File: config.mk
export PLATFORM = sky130hd
export DESIGN_NAME = ntsc_genlock_ctrl
export DESIGN_NICKNAME = d
export VERILOG_FILES = /design/src/rtl/ntsc_genlock_ctrl.sv
export SDC_FILE = /design/constraint.sdc
export NUM_CORES = 1
export LEC_CHECK = 0
export CAP_MARGIN = 20
export CELL_PAD_IN_SITES_DETAIL_PLACEMENT = 2
export CELL_PAD_IN_SITES_GLOBAL_PLACEMENT = 2
export CORE_ASPECT_RATIO = 1.4
export CORE_MARGIN = 5
export CORE_UTILIZATION = 33
export CTS_CLUSTER_DIAMETER = 120
export DETAILED_ROUTE_END_ITERATION = 12
export PLACE_DENSITY = 0.84
export SYNTH_ARGS = -nofsm -noshare
export SYNTH_HDL_FRONTEND = slang
export SYNTH_SLANG_ARGS = --single-unit
File: constraint.sdc
create_clock -name clk_pixel -period 5.4 [get_ports clk_pixel]
set_input_delay 1.08 -clock clk_pixel [delete_from_list [all_inputs] [get_ports clk_pixel]]
set_output_delay 1.08 -clock clk_pixel [all_outputs]
set_load 0.02 [all_outputs]
File: src/rtl/ntsc_genlock_ctrl.sv
// Genlock controller: measures source H period, qualifies lock, and emits counter-resync pulses.
// Latency: a sync edge or timeout seen in cycle T updates every output at T+1.
// No backpressure: free-running sync inputs, one-cycle pulse outputs.
module ntsc_genlock_ctrl #(
  parameter int H_TOTAL    = 228,
  parameter int TOL        = 2,
  parameter int LOCK_COUNT = 8,
  parameter int MISS_LIMIT = 4
) (
  input  logic       clk_pixel,
  input  logic       rst,
  input  logic       enable,
  input  logic       hsync_in,
  input  logic       vsync_in,
  output logic       h_reset,
  output logic       v_reset,
  output logic       locked,
  output logic       holdover,
  output logic [1:0] state,
  output logic [8:0] last_period
);

  localparam logic [1:0] SEARCH   = 2'd0;
  localparam logic [1:0] VERIFY   = 2'd1;
  localparam logic [1:0] LOCKED   = 2'd2;
  localparam logic [1:0] HOLDOVER = 2'd3;

  localparam logic [8:0] WIN_LO = 9'(H_TOTAL - TOL);
  localparam logic [8:0] WIN_HI = 9'(H_TOTAL + TOL);
  localparam logic [8:0] TMO    = 9'(H_TOTAL + TOL + 1);
  // Reload lands the counter where it would be had the nominal edge arrived.
  localparam logic [8:0] RELOAD = 9'(TOL + 2);
  localparam int GW = $clog2(LOCK_COUNT + 1);
  localparam int MW = $clog2(MISS_LIMIT + 1);

  logic          hs_d, vs_d, v_pend;
  logic [8:0]    pcnt;
  logic [GW-1:0] good_cnt;
  logic [MW-1:0] miss_cnt;

  logic          rise, vrise, measured, in_win, early, hold_mode, timeout;
  logic [1:0]    st_n;
  logic [8:0]    pcnt_n;
  logic [GW-1:0] good_n;
  logic [MW-1:0] miss_n;
  logic          hr_n, vr_n, vp_n, lp_upd;

  assign rise      = hsync_in & ~hs_d;
  assign vrise     = vsync_in & ~vs_d;
  // A zero count means no earlier edge, so that edge carries no period.
  assign measured  = rise && (pcnt != 9'd0);
  assign in_win    = measured && (pcnt >= WIN_LO) && (pcnt <= WIN_HI);
  assign early     = measured && (pcnt < WIN_LO);
  assign hold_mode = (state == LOCKED) || (state == HOLDOVER);
  // In the lock states a timeout overrides any coincident edge.
  assign timeout   = hold_mode && (pcnt == TMO);

  // Next-state, period counter and pulse decisions.
  always_comb begin
    st_n   = state;
    good_n = good_cnt;
    miss_n = miss_cnt;
    pcnt_n = pcnt;
    hr_n   = 1'b0;
    lp_upd = 1'b0;
    if ((pcnt != 9'd0) && (pcnt != 9'd511)) pcnt_n = pcnt + 9'd1;
    case (state)
      SEARCH: begin
        if (rise) pcnt_n = 9'd1;
        lp_upd = measured;
        if (in_win) begin
          st_n   = VERIFY;
          good_n = GW'(1);
        end
      end
      VERIFY: begin
        if (rise) pcnt_n = 9'd1;
        lp_upd = measured;
        if (in_win) begin
          if (good_cnt == GW'(LOCK_COUNT - 1)) begin
            st_n   = LOCKED;
            hr_n   = 1'b1;
            good_n = '0;
          end else begin
            good_n = good_cnt + 1'b1;
          end
        end else if (measured || (pcnt == TMO)) begin
          st_n   = SEARCH;
          good_n = '0;
        end
      end
      default: begin
        if (timeout) begin
          pcnt_n = RELOAD;
          if (miss_cnt == MW'(MISS_LIMIT - 1)) begin
            st_n   = SEARCH;
            miss_n = '0;
            good_n = '0;
          end else begin
            st_n   = HOLDOVER;
            miss_n = miss_cnt + 1'b1;
          end
        end else if (in_win) begin
          pcnt_n = 9'd1;
          lp_upd = 1'b1;
          st_n   = LOCKED;
          miss_n = '0;
          hr_n   = 1'b1;
        end else if (early) begin
          // Equalizing/serration pulses: reported, but the line phase is kept.
          lp_upd = 1'b1;
        end
      end
    endcase
  end

  // Vertical resync rides on the next line resync; it is only armed while locked.
  always_comb begin
    vr_n = hr_n && (v_pend || vrise);
    if (hr_n)                           vp_n = 1'b0;
    else if ((state == LOCKED) && vrise) vp_n = 1'b1;
    else                                vp_n = v_pend;
    if (st_n != LOCKED) vp_n = 1'b0;
  end

  // State and registered outputs; disable acts exactly like reset.
  always_ff @(posedge clk_pixel) begin
    if (rst || !enable) begin
      hs_d        <= 1'b0;
      vs_d        <= 1'b0;
      v_pend      <= 1'b0;
      pcnt        <= '0;
      good_cnt    <= '0;
      miss_cnt    <= '0;
      state       <= SEARCH;
      h_reset     <= 1'b0;
      v_reset     <= 1'b0;
      locked      <= 1'b0;
      holdover    <= 1'b0;
      last_period <= '0;
    end else begin
      hs_d        <= hsync_in;
      vs_d        <= vsync_in;
      v_pend      <= vp_n;
      pcnt        <= pcnt_n;
      good_cnt    <= good_n;
      miss_cnt    <= miss_n;
      state       <= st_n;
      h_reset     <= hr_n;
      v_reset     <= vr_n;
      locked      <= (st_n == LOCKED);
      holdover    <= (st_n == HOLDOVER);
      if (lp_upd) last_period <= pcnt;
    end
  end

endmodule

==> results.md, run 1 <==
* Run status: complete, no violations
* Ys flop type: dfxtp_1
* DRT antenna net count at 0
* Synth warn at 0
* Finished Cell Area at roughly 2100 µm²
* CTS resizes at 0
* Post-CTS Hold Buffers at 0
* DRT Wirelength at 5370 µm
* Placed Area at slightly below 2000 µm²
* Initial antenna violation count at 0
* Layout Nets at 235
* CTS tree: built
* Worst R2R End: v_pend
* Clock sink total at 34
* Fin crit period at between 3 and 4 ns
* Top Family by Delay on Critical Path: simple AND/OR/NAND/NOR gates
* Residual DRC at 0
* Net Count, Synth at 219
* Total gr overflow at 0
* Chip height at approximately 96 µm
* Pins Over Slew Limit at 0
* Register area share after synthesis at 0.387
* Clk Tree Root Cell: clkbuf_8
* Initial DRC Count at between 40 and 50
* Setup violators final at 0
* Cell count after synthesis at roughly 210
* Crit path capture type: flip-flop
* Critical path class: input pin to flip-flop
* Post-Place Cells at roughly 280
* Post-Layout Cell Count at a little under 300
* Total chip power at 0.570 mW
* Most frequent cells in the layout: dfxtp_1, nor2_1, a21oi_1, clkdlybuf4s50_1, nand3_1
* Overall Global Routing Usage at 0.168
* Largest net degree at the start of global routing at 22
* Initial cell density of the core at 0.341
* Crit path launch: hsync_in
* Slew HR at 0.349
* Share of cells above drive strength 1 at 0.0752
* WP buf/inv at 1
* Critical path arrival at 3.22 ns
* Num rows at 31
* RSZ-0062 raised after global routing: no
* CTS Buf Count at 5
* DP Worst Slack at about 2.1 ns
* Cell variety after synth at 50
* Crit path largest cell delay at 0.59 ns
* Worst-path clk slew at around 0.08 ns
* PwrDens at roughly 270 nW/µm²
* Core ar. at between 5000 and 6000 µm²
* CP Capture Point: v_pend
* Leakage power total at 0.710 nW
* Worst-skew pair later-pin latency at 0.30 ns
* Final TNS setup at 0 ns
* Max Cap Viol at 0
* Min Hold Slack at approximately 0.45 ns
* Commonest non-fill, non-tap cell in the layout: dfxtp_1
* Crit-path slowest cell: or4_4
* Die width at around 72 µm
* Async SR Flop Fraction at 0
* Cell depth of the worst setup path at 6
* Post-CTS setup buffers at 0
* Post-Syn Area at 1760 µm²
* Port bufs at 19
* I/O pin count at 20
* First-pass GRT wire length at about 9000 µm
* FF-to-FF setup slack at 2.88 ns
* Diode count at 0
* Global placer's final weighted congestion at roughly 0.86
* CTS H-tree lvls at 2
* Fin crit share at 0.559
* Drt first pass iters at 4
* Reg2Reg Depth at 6
* Highest Clock Rate at around 0.33 GHz
* EDFF count, synth at 0
* Area delta synth->final at 20.6%
* Detail-routed via count per cell at 5.77
* Routed len/inst at between 15 and 20 µm
* CP Cell Sequence: clkdlybuf4s50_1 > nand2b_1 > or4_4 > o41ai_2 > nand2_1 > nor4b_2
* DR vias at approximately 1700
* Register bit total from synthesis at 34
* Syn_area_per_cell at 8.41 µm²
* Final Hold Vio Count at 0
* Reg-to-Reg Start: pcnt[1]
* Setup Skew at slightly above 0.01 ns
* Detailed Place HPWL at around 3800 µm
* Vias in the first global route at 1788
* Worst path required time at about 5.6 ns
* Fin util at 0.411
* Die footprint at 6900 µm²
* Worst setup SP type: input pin
* Worst Tran Pin Value at 0.961 ns
* Max clock buf depth at 2
* Final worst slack at 2.38 ns
* Min-Delay Path Class: flip-flop to flip-flop
* Worst Path Max Fanout at 6
* VDD IR-drop max at around 0.15 mV
-- layer usage --
metal | global-route usage | wire length (µm) | vias to the layer above
li1 | - | - | 799
met1 | 0.174 | 2100 | 845
met2 | 0.330 | 3000 | 30
met3 | 0.0272 | 151 | 11
met4 | 0.0674 | 127 | 0
met5 | 0 | 0 | -
-- where the power goes --
part	internal [mW]	leakage, nW	switching, mW
sequential	0.252	0.274	0.000647
combinational	0.00675	0.365	0.0118
clock	0.197	0.0714	0.102
-- cell usage after synthesis (2+ instances only) --
| master | n | area, µm² |
|---|---|---|
| nor2b_1 | 3 | 18.8 |
| mux2i_1 | 2 | 20.0 |
| o211ai_1 | 2 | 15.0 |
| nor4_1 | 2 | 12.5 |
| nand3_1 | 18 | 90.1 |
| clkbuf_1 | 6 | 22.5 |
| nor2_1 | 21 | 78.8 |
| and2_1 | 4 | 25.0 |
| inv_1 | 8 | 30.0 |
| o21ai_0 | 12 | 60.1 |
| nand2_1 | 12 | 45.0 |
| dfxtp_1 | 34 | 681 |
| buf_6 | 2 | 22.5 |
| and3_1 | 2 | 12.5 |
| a21oi_1 | 19 | 95.1 |
| ha_1 | 5 | 62.6 |
| nand4_1 | 6 | 37.5 |
| nand2b_1 | 4 | 25.0 |
| o31ai_1 | 2 | 15.0 |
| or2_2 | 2 | 12.5 |
| xor2_1 | 4 | 35.0 |
| o311a_1 | 2 | 20.0 |
| nor3_1 | 7 | 35.0 |
| a311oi_1 | 2 | 17.5 |
| a32oi_1 | 2 | 17.5 |
| o41ai_1 | 2 | 17.5 |
-- state kept, by name, indices dropped and copies added (netlist names), 2 cells and up --
| signal | flops |
|---|---|
| pcnt | 9 |
| good_cnt | 4 |
| last_period | 9 |
| miss_cnt | 3 |
| state | 2 |
-- tightest hold or removal path, delay by kind of cell (launching register included) --
kind / cells / cell delay, ns
and+or+nand+nor: 1 / 0.06
DFF: 1 / 0.31
AOI/OAI and AO/OA: 1 / 0.04
-- how the worst min path moves through the flow --
stage / start / end / slack, ns / cells past startpoint
6_report: miss_cnt[2] / miss_cnt[2] / 0.45 / 2
5_1_grt: miss_cnt[2] / miss_cnt[2] / 0.48 / 2
4_1_cts: miss_cnt[2] / miss_cnt[2] / 0.46 / 2
3_5_place_dp: miss_cnt[2] / miss_cnt[2] / 0.43 / 2
3_3_place_gp: miss_cnt[2] / miss_cnt[2] / 0.42 / 2
2_1_floorplan: miss_cnt[2] / miss_cnt[2] / 0.41 / 2
-- kinds of logic (layout without fill, tap and decap cells) --
kind of cell / Yosys count / count (layout) / share of synthesized area
AOI/OAI and AO/OA: 55 / 55 / 0.212
xor gates and xnor gates: 5 / 5 / 0.0249
adders and majority gates: 5 / 5 / 0.0356
buffers and inverters: 18 / 35 / 0.0477
DFF: 34 / 34 / 0.387
muxes: 3 / 3 / 0.0178
and+or+nand+nor: 89 / 89 / 0.275
-- area by class of cell --
class                           instances  area (µm²)
Inverter                                8        30.0
Clock buffer                            6        82.6
Clock inverter                          2        60.1
Timing Repair Buffer                   19         190
Fill cell                             570        3040
Sequential cell                        34         681
Multi-Input combinational cell        157         992
Tap cell                               66        82.6
(Power assumes the default switching activity.)
==> run 2, diff against run 1 <==
CORE_UTILIZATION = 30   (was 33)
PLACE_DENSITY = 0.81   (was 0.84)
clock period = 2.45 ns   (was 5.4 ns; I/O delays follow)
==> run 2 against run 1 <==
Clock skew shrank 0.0065 ns. Cell count grew 8.9%. Largest power group unchanged. Setup slack lost 2.1 ns. Power grew 120%. Die area grew 8.7%. Wire length grew 1.7%. Register-to-register slack lost 2.6 ns. Count of clock-buffer cells in the layout is the same. Non-clock buffer count grew 22.
==> results.md, run 2 (synthesized netlist as in run 1, its figures left out) <==
* Run status: complete, no violations
* Worst path required time at roughly 2.7 ns
* Post-CTS setup buffers at 0
* RSZ-0062 raised after global routing: no
* Internal at about 1.0 mW
* CP Cell Sequence: ha_1 > and3b_1 > or4_4 > a2111oi_2 > o211ai_1 > nor4b_2
* Net Sw Power at roughly 0.24 mW
* Die footprint at 7510 µm²
* CTS tree: built
* Fin crit share at 0.892
* Register share of total power at 0.444
* Chip height at between 100 and 150 µm
* Worst Path Max Fanout at 5
* Worst Tran Pin Value at about 0.67 ns
* Port bufs at 19
* Initial antenna violation count at 0
* Critical path class: flip-flop to flip-flop
* Diode count at 0
* CTS Buf Count at 5
* Highest Clock Rate at ~0.46 GHz
* Area delta synth->final at 30.3%
* Detail-routed via count per cell at 5.58
* Logic pwr share at 0.040
* Min Hold Slack at between 0.4 and 0.5 ns
* DR vias at around 1800
* Total gr overflow at 0
* I/O pin count at 20
* Setup Skew at ~0.0037 ns
* DRT Wirelength at around 5500 µm
* Detailed Place HPWL at roughly 4200 µm
* Clock Power Share at 0.516
* DRT antenna net count at 0
* Vias in the first global route at just under 2000
* PwrDens at 548 nW/µm²
* Most frequent cells in the layout: dfxtp_1, buf_4, nor2_1
* Total chip power at about 1.3 mW
* Post-CTS Hold Buffers at 0
* Largest net degree at the start of global routing at 21
* Min-Delay Path Class: flip-flop to flip-flop
* Clk Tree Root Cell: clkbuf_8
* Slew HR at 0.554
* Worst-path clk slew at approximately 0.07 ns
* Crit path largest cell delay at around 0.47 ns
* Max Cap Viol at 0
* Worst setup SP type: flip-flop
* Num rows at 33
* DP Worst Slack at -0.0204 ns
* Final worst slack at between 0.2 and 0.3 ns
* Largest registers: last_period: 9 flops, pcnt: 9 flops, good_cnt: 4 flops
* Clock sink total at 34
* Commonest non-fill, non-tap cell in the layout: dfxtp_1
* Setup violators final at 0
* Global placer's final weighted congestion at around 0.83
* VDD IR-drop max at between 0.3 and 0.4 mV
* Share of cells above drive strength 1 at 0.157
* Pins Over Slew Limit at 0
* Core ar. at 5780 µm²
* Worst-skew pair later-pin latency at just under 0.3 ns
* Die width at ~75 µm
* CTS resizes at 0
* CTS H-tree lvls at 2
* Routed len/inst at ~17 µm
* First-pass GRT wire length at 9360 µm
* Leakage power total at 0.819 nW
* Drt first pass iters at 4
* Overall Global Routing Usage at 0.161
* Max clock buf depth at 2
* Crit-path slowest cell: or4_4
* Initial DRC Count at 75
* Layout Nets at between 200 and 300
* Critical path arrival at ~2.4 ns
* Sw Ratio at 0.194
* Residual DRC at 0
* Crit path capture type: flip-flop
* Fin crit period at about 2.2 ns
* Initial cell density of the core at 0.304
* Final Hold Vio Count at 0
==> run 2: cell count changes in the layout (fill, tap and decap cells not counted) <==
cell | previous run | this run
buf_4 | 0 | 22
==> run 2: power by group through the flow <==
stage	sequential, mW	clock [mW]	combinational, mW
5_1_grt	0.556	0.684	0.0554
3_3_place_gp	0.569	0	0.0486
4_1_cts	0.556	0.660	0.0510
3_5_place_dp	0.569	0	0.0500
6_report	0.556	0.647	0.0502
2_1_floorplan	0.569	0	0.0249
==> run 2: stage by stage <==
step / setup TNS (ns) / util / instances / instance area [µm²]
2_1_floorplan: 0 / - / 209 / 1760
3_3_place_gp: 0 / 0.371 / 310 / 2150
3_5_place_dp: -0.0204 / 0.371 / 310 / 2150
4_1_cts: 0 / 0.396 / 318 / 2290
5_1_grt: 0 / 0.396 / 318 / 2290
6_report: 0 / 0.396 / 318 / 2290
==> run 2: path summary, 6_finish.rpt <==
kind	start	slack, ns	cells after the start	to
setup / recovery	pcnt[1]	0.27	6	v_pend
hold / removal	miss_cnt[2]	0.46	2	miss_cnt[2]
setup reg to reg	pcnt[1]	0.27	6	v_pend
hold reg to reg	miss_cnt[2]	0.46	2	miss_cnt[2]
==> run 2: cell type report <==
type / count / area [µm²]
inverters: 8 / 30.0
flip-flops and latches: 34 / 681
clock inverters: 2 / 60.1
well taps: 70 / 87.6
repair buffers: 41 / 355
clock buffers: 6 / 82.6
multi-input cells: 157 / 992
fillers: 675 / 3490
==> run 2: per-layer routing <==
layer | routed length [µm] | GRT usage | up-vias
li1 | - | - | 844
met2 | 3010 | 0.306 | 37
met4 | 172 | 0.0658 | 0
met1 | 2130 | 0.165 | 880
met5 | 0 | 0 | -
met3 | 152 | 0.0329 | 15
==> run 2: critical path, delay by kind of cell (launching register included) <==
kind | cells | cell delay, ns
flip-flops | 1 | 0.43
AND/OR/NAND/NOR | 3 | 0.97
adder cells (fa/ha/maj) | 1 | 0.22
AO/OA/AOI/OAI | 2 | 0.48
